--- src/rtl/seg7_pkg.sv ---
// rtl/seg7_pkg.sv - shared types, constants and nibble decode for the 7-segment scan driver
package seg7_pkg;

  // Index width covers the largest supported bank so every instance can share one type.
  localparam int DIGITS_MAX = 8;
  localparam int IDX_W      = (DIGITS_MAX > 1) ? $clog2(DIGITS_MAX) : 1;

  typedef logic [IDX_W-1:0] digit_idx_t;

  localparam logic [6:0] SEG_BLANK = 7'b0000000;

  // Active-high lit patterns, bit order {g,f,e,d,c,b,a}.
  localparam logic [6:0] SEG_LIT_TABLE [16] = '{
    7'b0111111, 7'b0000110, 7'b1011011, 7'b1001111,
    7'b1100110, 7'b1101101, 7'b1111101, 7'b0000111,
    7'b1111111, 7'b1101111, 7'b1110111, 7'b1111100,
    7'b0111001, 7'b1011110, 7'b1111001, 7'b1110001
  };

  function automatic logic [6:0] seg7_lit(input logic [3:0] nibble);
    return SEG_LIT_TABLE[nibble];
  endfunction

endpackage

--- src/rtl/seg7_scan_driver_if.sv ---
// rtl/seg7_scan_driver_if.sv - host data/control and display pin bundle for the scan driver
interface seg7_scan_driver_if #(
  parameter int DIGITS = 4
);
  logic [4*DIGITS-1:0] value_i;
  logic [DIGITS-1:0]   dp_i;
  logic                load_i;
  logic                blank_i;
  logic                lzs_en_i;
  logic [6:0]          seg_o;
  logic                dp_o;
  logic [DIGITS-1:0]   an_o;
  logic                frame_o;

  modport master (
    output value_i, dp_i, load_i, blank_i, lzs_en_i,
    input  seg_o, dp_o, an_o, frame_o
  );

  modport slave (
    input  value_i, dp_i, load_i, blank_i, lzs_en_i,
    output seg_o, dp_o, an_o, frame_o
  );
endinterface

--- src/rtl/seg7_encode.sv ---
// rtl/seg7_encode.sv - nibble to segment encode with suppression and output polarity
module seg7_encode
  import seg7_pkg::*;
#(
  parameter int SEG_ACTIVE_LOW = 1
) (
  input  logic [3:0] nibble,
  input  logic       dp,
  input  logic       suppress,
  output logic [6:0] seg,
  output logic       dp_seg
);

  logic [6:0] lit;

  always_comb begin
    lit    = suppress ? SEG_BLANK : seg7_lit(nibble);
    seg    = (SEG_ACTIVE_LOW != 0) ? ~lit : lit;
    dp_seg = (SEG_ACTIVE_LOW != 0) ? ~dp : dp;
  end

endmodule

--- src/rtl/seg7_scan_driver.sv ---
// rtl/seg7_scan_driver.sv - time-multiplexed 7-segment driver with frame-synchronous updates
module seg7_scan_driver
  import seg7_pkg::*;
#(
  parameter int DIGITS         = 4,
  parameter int REFRESH_DIV    = 50000,
  parameter int GUARD          = 16,
  parameter int SEG_ACTIVE_LOW = 1,
  parameter int AN_ACTIVE_LOW  = 1
) (
  input  logic               clk,
  input  logic               rst_n,
  seg7_scan_driver_if.slave  bus
);

  localparam int PW = (REFRESH_DIV > 1) ? $clog2(REFRESH_DIV) : 1;
  localparam logic [6:0]        SEG_OFF = (SEG_ACTIVE_LOW != 0) ? 7'h7f : 7'h00;
  localparam logic [DIGITS-1:0] AN_OFF  = (AN_ACTIVE_LOW != 0) ? {DIGITS{1'b1}} : {DIGITS{1'b0}};

  logic [PW-1:0]       prescaler;
  digit_idx_t          index;
  logic [4*DIGITS-1:0] shadow, display;
  logic [DIGITS-1:0]   shadow_dp, display_dp;
  logic                pending;

  logic                tick, boundary, suppress, cur_dp, dp_next;
  logic [3:0]          nibble;
  logic [6:0]          seg_next;
  logic [DIGITS-1:0]   one_hot, an_next;

  assign tick     = (prescaler == PW'(REFRESH_DIV - 1));
  assign boundary = tick && (index == digit_idx_t'(DIGITS - 1));

  // Suppression clears as soon as any nibble at or above the current digit is non-zero.
  always_comb begin
    nibble   = 4'h0;
    cur_dp   = 1'b0;
    one_hot  = '0;
    suppress = bus.lzs_en_i && (index != '0);
    for (int k = 0; k < DIGITS; k++) begin
      if (index == digit_idx_t'(k)) begin
        nibble     = display[4*k +: 4];
        cur_dp     = display_dp[k];
        one_hot[k] = 1'b1;
      end
      if ((digit_idx_t'(k) >= index) && (display[4*k +: 4] != 4'h0)) begin
        suppress = 1'b0;
      end
    end
    if ((int'(prescaler) >= GUARD) && !bus.blank_i) begin
      an_next = (AN_ACTIVE_LOW != 0) ? ~one_hot : one_hot;
    end else begin
      an_next = AN_OFF;
    end
  end

  seg7_encode #(
    .SEG_ACTIVE_LOW(SEG_ACTIVE_LOW)
  ) u_encode (
    .nibble  (nibble),
    .dp      (cur_dp),
    .suppress(suppress),
    .seg     (seg_next),
    .dp_seg  (dp_next)
  );

  always_ff @(posedge clk or negedge rst_n) begin
    if (!rst_n) begin
      prescaler   <= '0;
      index       <= '0;
      shadow      <= '0;
      shadow_dp   <= '0;
      display     <= '0;
      display_dp  <= '0;
      pending     <= 1'b0;
      bus.seg_o   <= SEG_OFF;
      bus.dp_o    <= SEG_OFF[0];
      bus.an_o    <= AN_OFF;
      bus.frame_o <= 1'b0;
    end else begin
      prescaler <= tick ? '0 : prescaler + 1'b1;
      if (tick) begin
        index <= (index == digit_idx_t'(DIGITS - 1)) ? '0 : index + 1'b1;
      end

      // A load on the boundary bypasses the shadow so it lands in the frame that starts now.
      if (bus.load_i && boundary) begin
        display    <= bus.value_i;
        display_dp <= bus.dp_i;
        pending    <= 1'b0;
      end else if (bus.load_i) begin
        shadow    <= bus.value_i;
        shadow_dp <= bus.dp_i;
        pending   <= 1'b1;
      end else if (boundary && pending) begin
        display    <= shadow;
        display_dp <= shadow_dp;
        pending    <= 1'b0;
      end

      bus.seg_o   <= seg_next;
      bus.dp_o    <= dp_next;
      bus.an_o    <= an_next;
      bus.frame_o <= boundary;
    end
  end

endmodule

--- src/flat_wrapper.sv ---
// flat-port wrapper written by rule: the top's interface ports become plain ports
module seg7_scan_driver_flat import seg7_pkg::*;
#(
  parameter int DIGITS         = 4,
  parameter int REFRESH_DIV    = 50000,
  parameter int GUARD          = 16,
  parameter int SEG_ACTIVE_LOW = 1,
  parameter int AN_ACTIVE_LOW  = 1
)
  (clk, rst_n, bus_value_i, bus_dp_i, bus_load_i, bus_blank_i, bus_lzs_en_i, bus_seg_o, bus_dp_o, bus_an_o, bus_frame_o);
  seg7_scan_driver_if #(.DIGITS(DIGITS)) bus_i ();
  input  logic clk;
  input  logic rst_n;
  input wire logic [$bits(bus_i.value_i)-1:0] bus_value_i;
  input wire logic [$bits(bus_i.dp_i)-1:0] bus_dp_i;
  input wire logic [$bits(bus_i.load_i)-1:0] bus_load_i;
  input wire logic [$bits(bus_i.blank_i)-1:0] bus_blank_i;
  input wire logic [$bits(bus_i.lzs_en_i)-1:0] bus_lzs_en_i;
  output wire logic [$bits(bus_i.seg_o)-1:0] bus_seg_o;
  output wire logic [$bits(bus_i.dp_o)-1:0] bus_dp_o;
  output wire logic [$bits(bus_i.an_o)-1:0] bus_an_o;
  output wire logic [$bits(bus_i.frame_o)-1:0] bus_frame_o;
  assign bus_i.value_i = bus_value_i;
  assign bus_i.dp_i = bus_dp_i;
  assign bus_i.load_i = bus_load_i;
  assign bus_i.blank_i = bus_blank_i;
  assign bus_i.lzs_en_i = bus_lzs_en_i;
  assign bus_seg_o = bus_i.seg_o;
  assign bus_dp_o = bus_i.dp_o;
  assign bus_an_o = bus_i.an_o;
  assign bus_frame_o = bus_i.frame_o;
  seg7_scan_driver #(.DIGITS(DIGITS), .REFRESH_DIV(REFRESH_DIV), .GUARD(GUARD), .SEG_ACTIVE_LOW(SEG_ACTIVE_LOW), .AN_ACTIVE_LOW(AN_ACTIVE_LOW)) u_core (.clk(clk), .rst_n(rst_n), .bus(bus_i));
endmodule
--- config.mk ---
export PLATFORM = sky130hd
export DESIGN_NAME = seg7_scan_driver_flat
export DESIGN_NICKNAME = d
export VERILOG_FILES = /design/src/rtl/seg7_pkg.sv /design/src/rtl/seg7_scan_driver_if.sv /design/src/rtl/seg7_encode.sv /design/src/rtl/seg7_scan_driver.sv /design/src/flat_wrapper.sv
export SDC_FILE = /design/constraint.sdc
export NUM_CORES = 1
export LEC_CHECK = 0
export CORE_AREA = 3 3 85 87
export DETAILED_ROUTE_END_ITERATION = 10
export DIE_AREA = 0 0 88 90
export PLACE_DENSITY = 0.9
export SYNTH_ARGS = -nofsm -noshare
export SYNTH_HDL_FRONTEND = slang
export SYNTH_SLANG_ARGS = --single-unit
export TNS_END_PERCENT = 20
--- constraint.sdc ---
create_clock -name clk -period 6.8 [get_ports clk]
set_input_delay 0.68 -clock clk [delete_from_list [all_inputs] [get_ports clk]]
set_output_delay 0.68 -clock clk [all_outputs]
set_load 0.02 [all_outputs]
== Word-level counts from Yosys, hierarchy flattened ==
Memory sizes are Yosys's and may differ from the RTL's.
Cells that the tools add are included.
Operators by class
  add/sub/neg operators: 2
  bitwise operators: 5
  equal/unequal tests: 5
  order comparisons: 6
  reductions and logical operators: 20
  mux-type cells: 31
Operators by type and width (count)
  16-bit two-way mux: 4
  4-bit two-way mux: 8
  7-bit two-way mux: 3
  16-bit by 1-bit adder with 16-bit output (second input constant): 1
  16-bit equality test (second input constant): 1
  16-bit by 5-bit greater-or-equal comparator with 1-bit output (second input constant): 1
  4-bit nonzero test: 4
  1-bit two-way mux: 15
  1-bit logical AND: 9
  7-bit NOT: 1
  3-bit by 2-bit equality test with 1-bit output (second input constant): 2
  1-bit by 3-bit greater-or-equal comparator with 1-bit output (first input constant): 2
  2-bit by 3-bit greater-or-equal comparator with 1-bit output (first input constant): 2
  3-bit nonzero test: 2
  5-bit greater-or-equal comparator (second input constant): 1
  4-bit NOT with 5-bit output: 1
  4-bit NOT: 1
  2-bit AND reduction: 2
  3-bit by 1-bit adder with 3-bit output (second input constant): 1
  3-bit by 1-bit equality test with 1-bit output (second input constant): 1
  3-bit zero test: 1
  3-bit two-way mux: 1
  2-bit by 1-bit != test with 1-bit output (second input constant): 1
  1-bit NOT: 2
  2 further kinds: 2
Word-level totals
  memory bits (read-only): 112
  word-level logic and storage cells: 81
  output and inout port bits: 13
  flip-flop bits (word level): 73
  memories kept: 1
  input bits: 25
Memory list
  (name not given): depth 16, bits a word 7, read ports 1, clocked after memory_dff 0, wr ports 0, line seg7_pkg.sv:21  | return SEG_LIT_TABLE[nibble];

== Logic depth before layout (Yosys ltp) ==
  word-level depth: 11
  mapped depth: 11
  mapped depth without buffers: 10

== Hierarchy ==
From an unflattened synthesis, not the netlist that was laid out.
Second synthesis, totals
  cell total of the unflattened synthesis: 359
  area, all modules: 3663.5 um^2
By module, submodules not included
  seg7_scan_driver: cells each 321, area an instance 3387.0 um^2, times used 1, seq. area each 1841.8 um^2
  seg7_encode: cells each 38, area an instance 276.5 um^2, times used 1, seq. area each 0.0 um^2

== Least setup slack after synthesis ==
Ideal clock, no wire load.
  path type: reg-to-reg
  start: register u_core.index[0]
  end: register u_core.bus.seg_o[0]
  library setup time: 0.086 ns
  arrival time: 2.717 ns
  clock period less this slack: 2.802 ns
  stages on the path, launching flop included: 11
  required time: 6.714 ns
  path slack: 3.998 ns
  path buffers: 1
  path through: dfrtp_1 > clkbuf_1 > inv_1 > ha_1 > inv_1 > o21ai_0 > a221oi_1 > inv_1 > ha_1 > and3_1 > a2111o_1
Between the ends
  cells in the longest elaborated chain, start to end: 11
  elaborated cells between the ends (all ways): 28
  classes of those cells: 4 x order compare; 3 x eq/ne; 11 x mux; 2 x bitwise; 7 x reduce/logical; 1 x memory
RTL lines
  from (decl): line seg7_scan_driver.sv:21  | digit_idx_t index;
  from (signal assigned): line seg7_scan_driver.sv:83  | index <= (index == digit_idx_t'(DIGITS - 1)) ? '0 : index + 1'b1;
  3-bit zero test: line seg7_scan_driver.sv:41  | if (index == digit_idx_t'(k)) begin
  4-bit two-way mux (4 in series): line seg7_scan_driver.sv:41
  4-bit NOT with 5-bit output (implied by the code): line seg7_pkg.sv:21
  memory read 16 x 7 bit
  7-bit two-way mux (implied by the code) (2 in series): line seg7_pkg.sv:21
  7-bit two-way mux (*): line seg7_encode.sv:17  | lit = suppress ? SEG_BLANK : seg7_lit(nibble);
  7-bit NOT (*): line seg7_encode.sv:18  | seg = (SEG_ACTIVE_LOW != 0) ? ~lit : lit;
  named net u_core.seg_next[0]: line seg7_scan_driver.sv:28  | logic [6:0] seg_next;
  to (signal assigned): line seg7_scan_driver.sv:101  | bus.seg_o <= seg_next;
  to (decl): line seg7_scan_driver_if.sv:22  | output seg_o, dp_o, an_o, frame_o
Mark *: on every way through the listed nets, which the timed path passes. The rest lies on a longest branch. The select of a mux whose other input is x is not followed.
A chain may end at the register's enable or synchronous reset.

== Worst setup path in the final report ==
Ends and elaborated chain as after synthesis.

==> impl_metrics.yaml <==
status:
  status: "finished, final reports clean"
sta:
  finalMaxSlewViolations: 0
  worst_pin_slew_ns: 1.018
  layout_setup_ws_ns: 3.570
  relSlewSlack_pct: 32.16
  setup_viol: 0
  hold_viol_final: 0
  period_share_pct: 47.51
  fin_hold_ws_ns: 0.4889
  clock.fmax_mhz: 309.6
  skew_ns: 0.01021
  finalCriticalPeriod_ns: 3.230
  rsz0062_at_grt: "no"
  setup-tns-final_ns: 0
worst_setup_path:
  required_ns: 7.07
  cp_max_fo: 18
  rr_startpoint: "u_core.index[0]"
  reg2reg_depth: 9
  arrival_ns: 3.50
  slowest_stage: "a221oi_1"
  crit_start: "u_core.index[0]"
  cp_common_cell: "inv_1"
  critPathLaunchType: "flop"
  critical_path_class: "reg -> reg"
  path_cells: "inv_1, ha_1, inv_1, o21ai_0, a221oi_1, inv_1, ha_1, and3_1, a2111o_1"
  end_kind: "flop"
  slowest_delay_ns: 0.68
die:
  io_pins: 38
  die_w_um: 88
  initial_core_util_pct: 62.50
  dieArea_sq_um: 7920
  die_h_um: 90
  num_rows: 29
  coreArea_sq_um: 6422
cts:
  cts.clk_slew.worst_paths_ns: 0.07
  postCtsSetupRepairBufs: 0
  root_buffer: "clkbuf_8"
  clockBufferDepth: 2
  cts_made_buffers: 9
  clock-sinks: 73
  cts-htree-levels: 3
  ctsHoldBuffers: 0
  clock_latency_ns: 0.35
  cts_tree: "built"
  cts_resized: 0
routing:
  met3_length_um: 747
  wirelength_met1_um: 3935
  highest-signal-layer: "met4"
  vias_per_cell: 6.496
  wl_per_cell_um: 18.15
  wl_met2_um: 4182
  vias: 3261
  drt-pass1-iter-count: 6
  remaining_drc_errors: 0
  drtIter0Drc: 400
  antenna_left: 0
  drt-total-wl_um: 9109
finish:
  synthToLayoutAreaGrowth_pct: 14.12
  n_antenna_cell: 0
  layout-drive-gt1-share_pct: 16.00
  fin_area_sq_um: 4581
  num-fill-cells: 478
  instances_no_fill: 502
  final_nets: 456
global_routing:
  grt_pass1_wl_um: 15650
  grtUsageTotal_pct: 24.91
  first_global_vias: 3221
  antenna_found_initial: 0
  grt_overflow_total: 0
  grt_max_degree: 74
pwr:
  vdd_drop_max_v: 0.0001438
  powerDensity_nw_per_um2: 217.3
  p_leak_nw: 2.058
min_path:
  hp-start: "u_core.prescaler[10]"
  hold_depth: 1
  hold_path.class: "reg -> reg"
synthesis:
  synth-seq-area-share_pct: 45.89
  synth_edf_count: 0
  synth.avg_cell_area_sq_um: 10.16
  synth_top_flop_cell: "dfrtp_1"
  synth-seq-cells: 73
  syn_nets: 431
  synthesis.area_sq_um: 4014
  async_flop_share_pct: 100.0
  yosysWarnings: 0
  postSynthCellCount: 395
  synth_cell_type_count: 55
flow_run:
  cap_violations: 0
place:
  place_area_sq_um: 4342
  gp_congestion: 0.9991
  hpwl_um: 5960
  post-place-cells: 486
  dp_slack_ns: 3.653
  port_buffers: 37
## state kept, by name, indices dropped and copies added (netlist names)
name                cells
u_core.bus.an_o         4
u_core.bus.dp_o         1
u_core.bus.frame_o      1
u_core.bus.seg_o        7
u_core.display         16
u_core.display_dp       4
u_core.index            3
u_core.pending          1
u_core.prescaler       16
u_core.shadow          16
u_core.shadow_dp        4
## critical path: cells and delay by family, from the launching register on
kind | cells | cell delay [ns]
fa+ha+maj | 2 | 0.59
simple gates | 1 | 0.15
buf+inv | 3 | 0.57
flops | 1 | 0.63
compound gates | 3 | 1.21
## layout make-up
type	instances	area, sq um	area share (%)
Inverter	12	45.04	0.9833
Clock inverter	4	73.82	1.612
Timing Repair Buffer	40	387.9	8.468
Clock buffer	12	165.2	3.606
Sequential cell	73	1842	40.21
Multi-Input combinational cell	284	1971	43.02
Tap cell	77	96.34	2.103
## layer usage
| metal | GRT usage, % | vias up |
|---|---|---|
| li1 | - | 1489 |
| met2 | 37.25 | 167 |
| met4 | 10.23 | 0 |
| met3 | 5.667 | 30 |
| met5 | 0 | - |
| met1 | 34.70 | 1575 |
## metrics by stage
step | util, % | total power (W)
after floorplan | - | 0.0005507
after global placement | 67.60 | 0.0005990
after detailed placement | 67.60 | 0.0006050
after CTS | 71.32 | 0.001001
final | 71.32 | 0.0009952
after global routing | 71.32 | 0.001037
## synthesized netlist by cell type, types with 3 or more instances
master	count	area [sq um]
and4_1	3	26.28
a32oi_1	19	166.4
nor4_1	5	31.28
inv_1	12	45.04
nand2_1	43	161.4
ha_1	11	137.6
or2_1	6	37.54
nor2b_1	4	25.02
nand4_1	4	25.02
nand3_1	14	70.07
a31oi_1	5	31.28
a21o_1	3	22.52
nand3b_1	3	22.52
mux2_2	20	225.2
or2_2	12	75.07
o21ai_0	9	45.04
dfstp_2	12	315.3
nor2_1	21	78.83
xnor2_1	5	43.79
dfrtp_1	61	1526
nor3_1	4	20.02
and3_1	27	168.9
mux2i_1	3	30.03
buf_2	5	25.02
clkbuf_1	13	48.80
xor2_1	9	78.83
buf_6	6	67.56
a22oi_1	23	172.7
## placed cells by master (no fill, tap or decap), drive strengths merged, types with 2 or more instances in the layout
master,instances
inv,12
and3,27
a31oi,5
dfrtp,61
a32oi,19
and4,3
nand3,14
and2,3
clkdlybuf4s50,36
ha,11
nor2b,4
mux2i,3
xor2,9
and3b,2
clkinv,2
buf,4
a21o,3
nand4,4
nand3b,3
nand2,43
mux2,21
a311o,2
o21ai,9
o31ai,2
a22oi,23
a22o,2
nor3,4
dfstp,12
o22ai,2
nor4,6
bufinv,2
xnor2,5
nor2,21
or2,18
clkbuf,12
## power by group
group | switching, W | total [W] | internal, W
logic | 0.0000548 | 0.000110 | 0.0000549
clock network | 0.000161 | 0.000397 | 0.000237
registers | 0.0000208 | 0.000488 | 0.000467
total | 0.000236 | 0.000995 | 0.000759
## final timing paths
| check | to | slack [ns] |
|---|---|---|
| worst max-delay path | u_core.bus.seg_o[0] | 3.57 |
| worst min-delay path | u_core.prescaler[10] | 0.49 |
| worst max register to register | u_core.bus.seg_o[0] | 3.57 |
| worst min register to register | u_core.prescaler[10] | 0.49 |
| max in group asynchronous | u_core.display[14] | 5.69 |
| min in group asynchronous | u_core.prescaler[9] | 0.54 |
## kinds of logic after synthesis
logic type / share of synthesized area (%)
xor+xnor: 3.055
simple gates: 20.98
fa+ha+maj: 3.429
flops: 45.89
mux: 6.733
compound gates: 14.90
buf+inv: 5.018
Power figures use the tool's default switching activity.
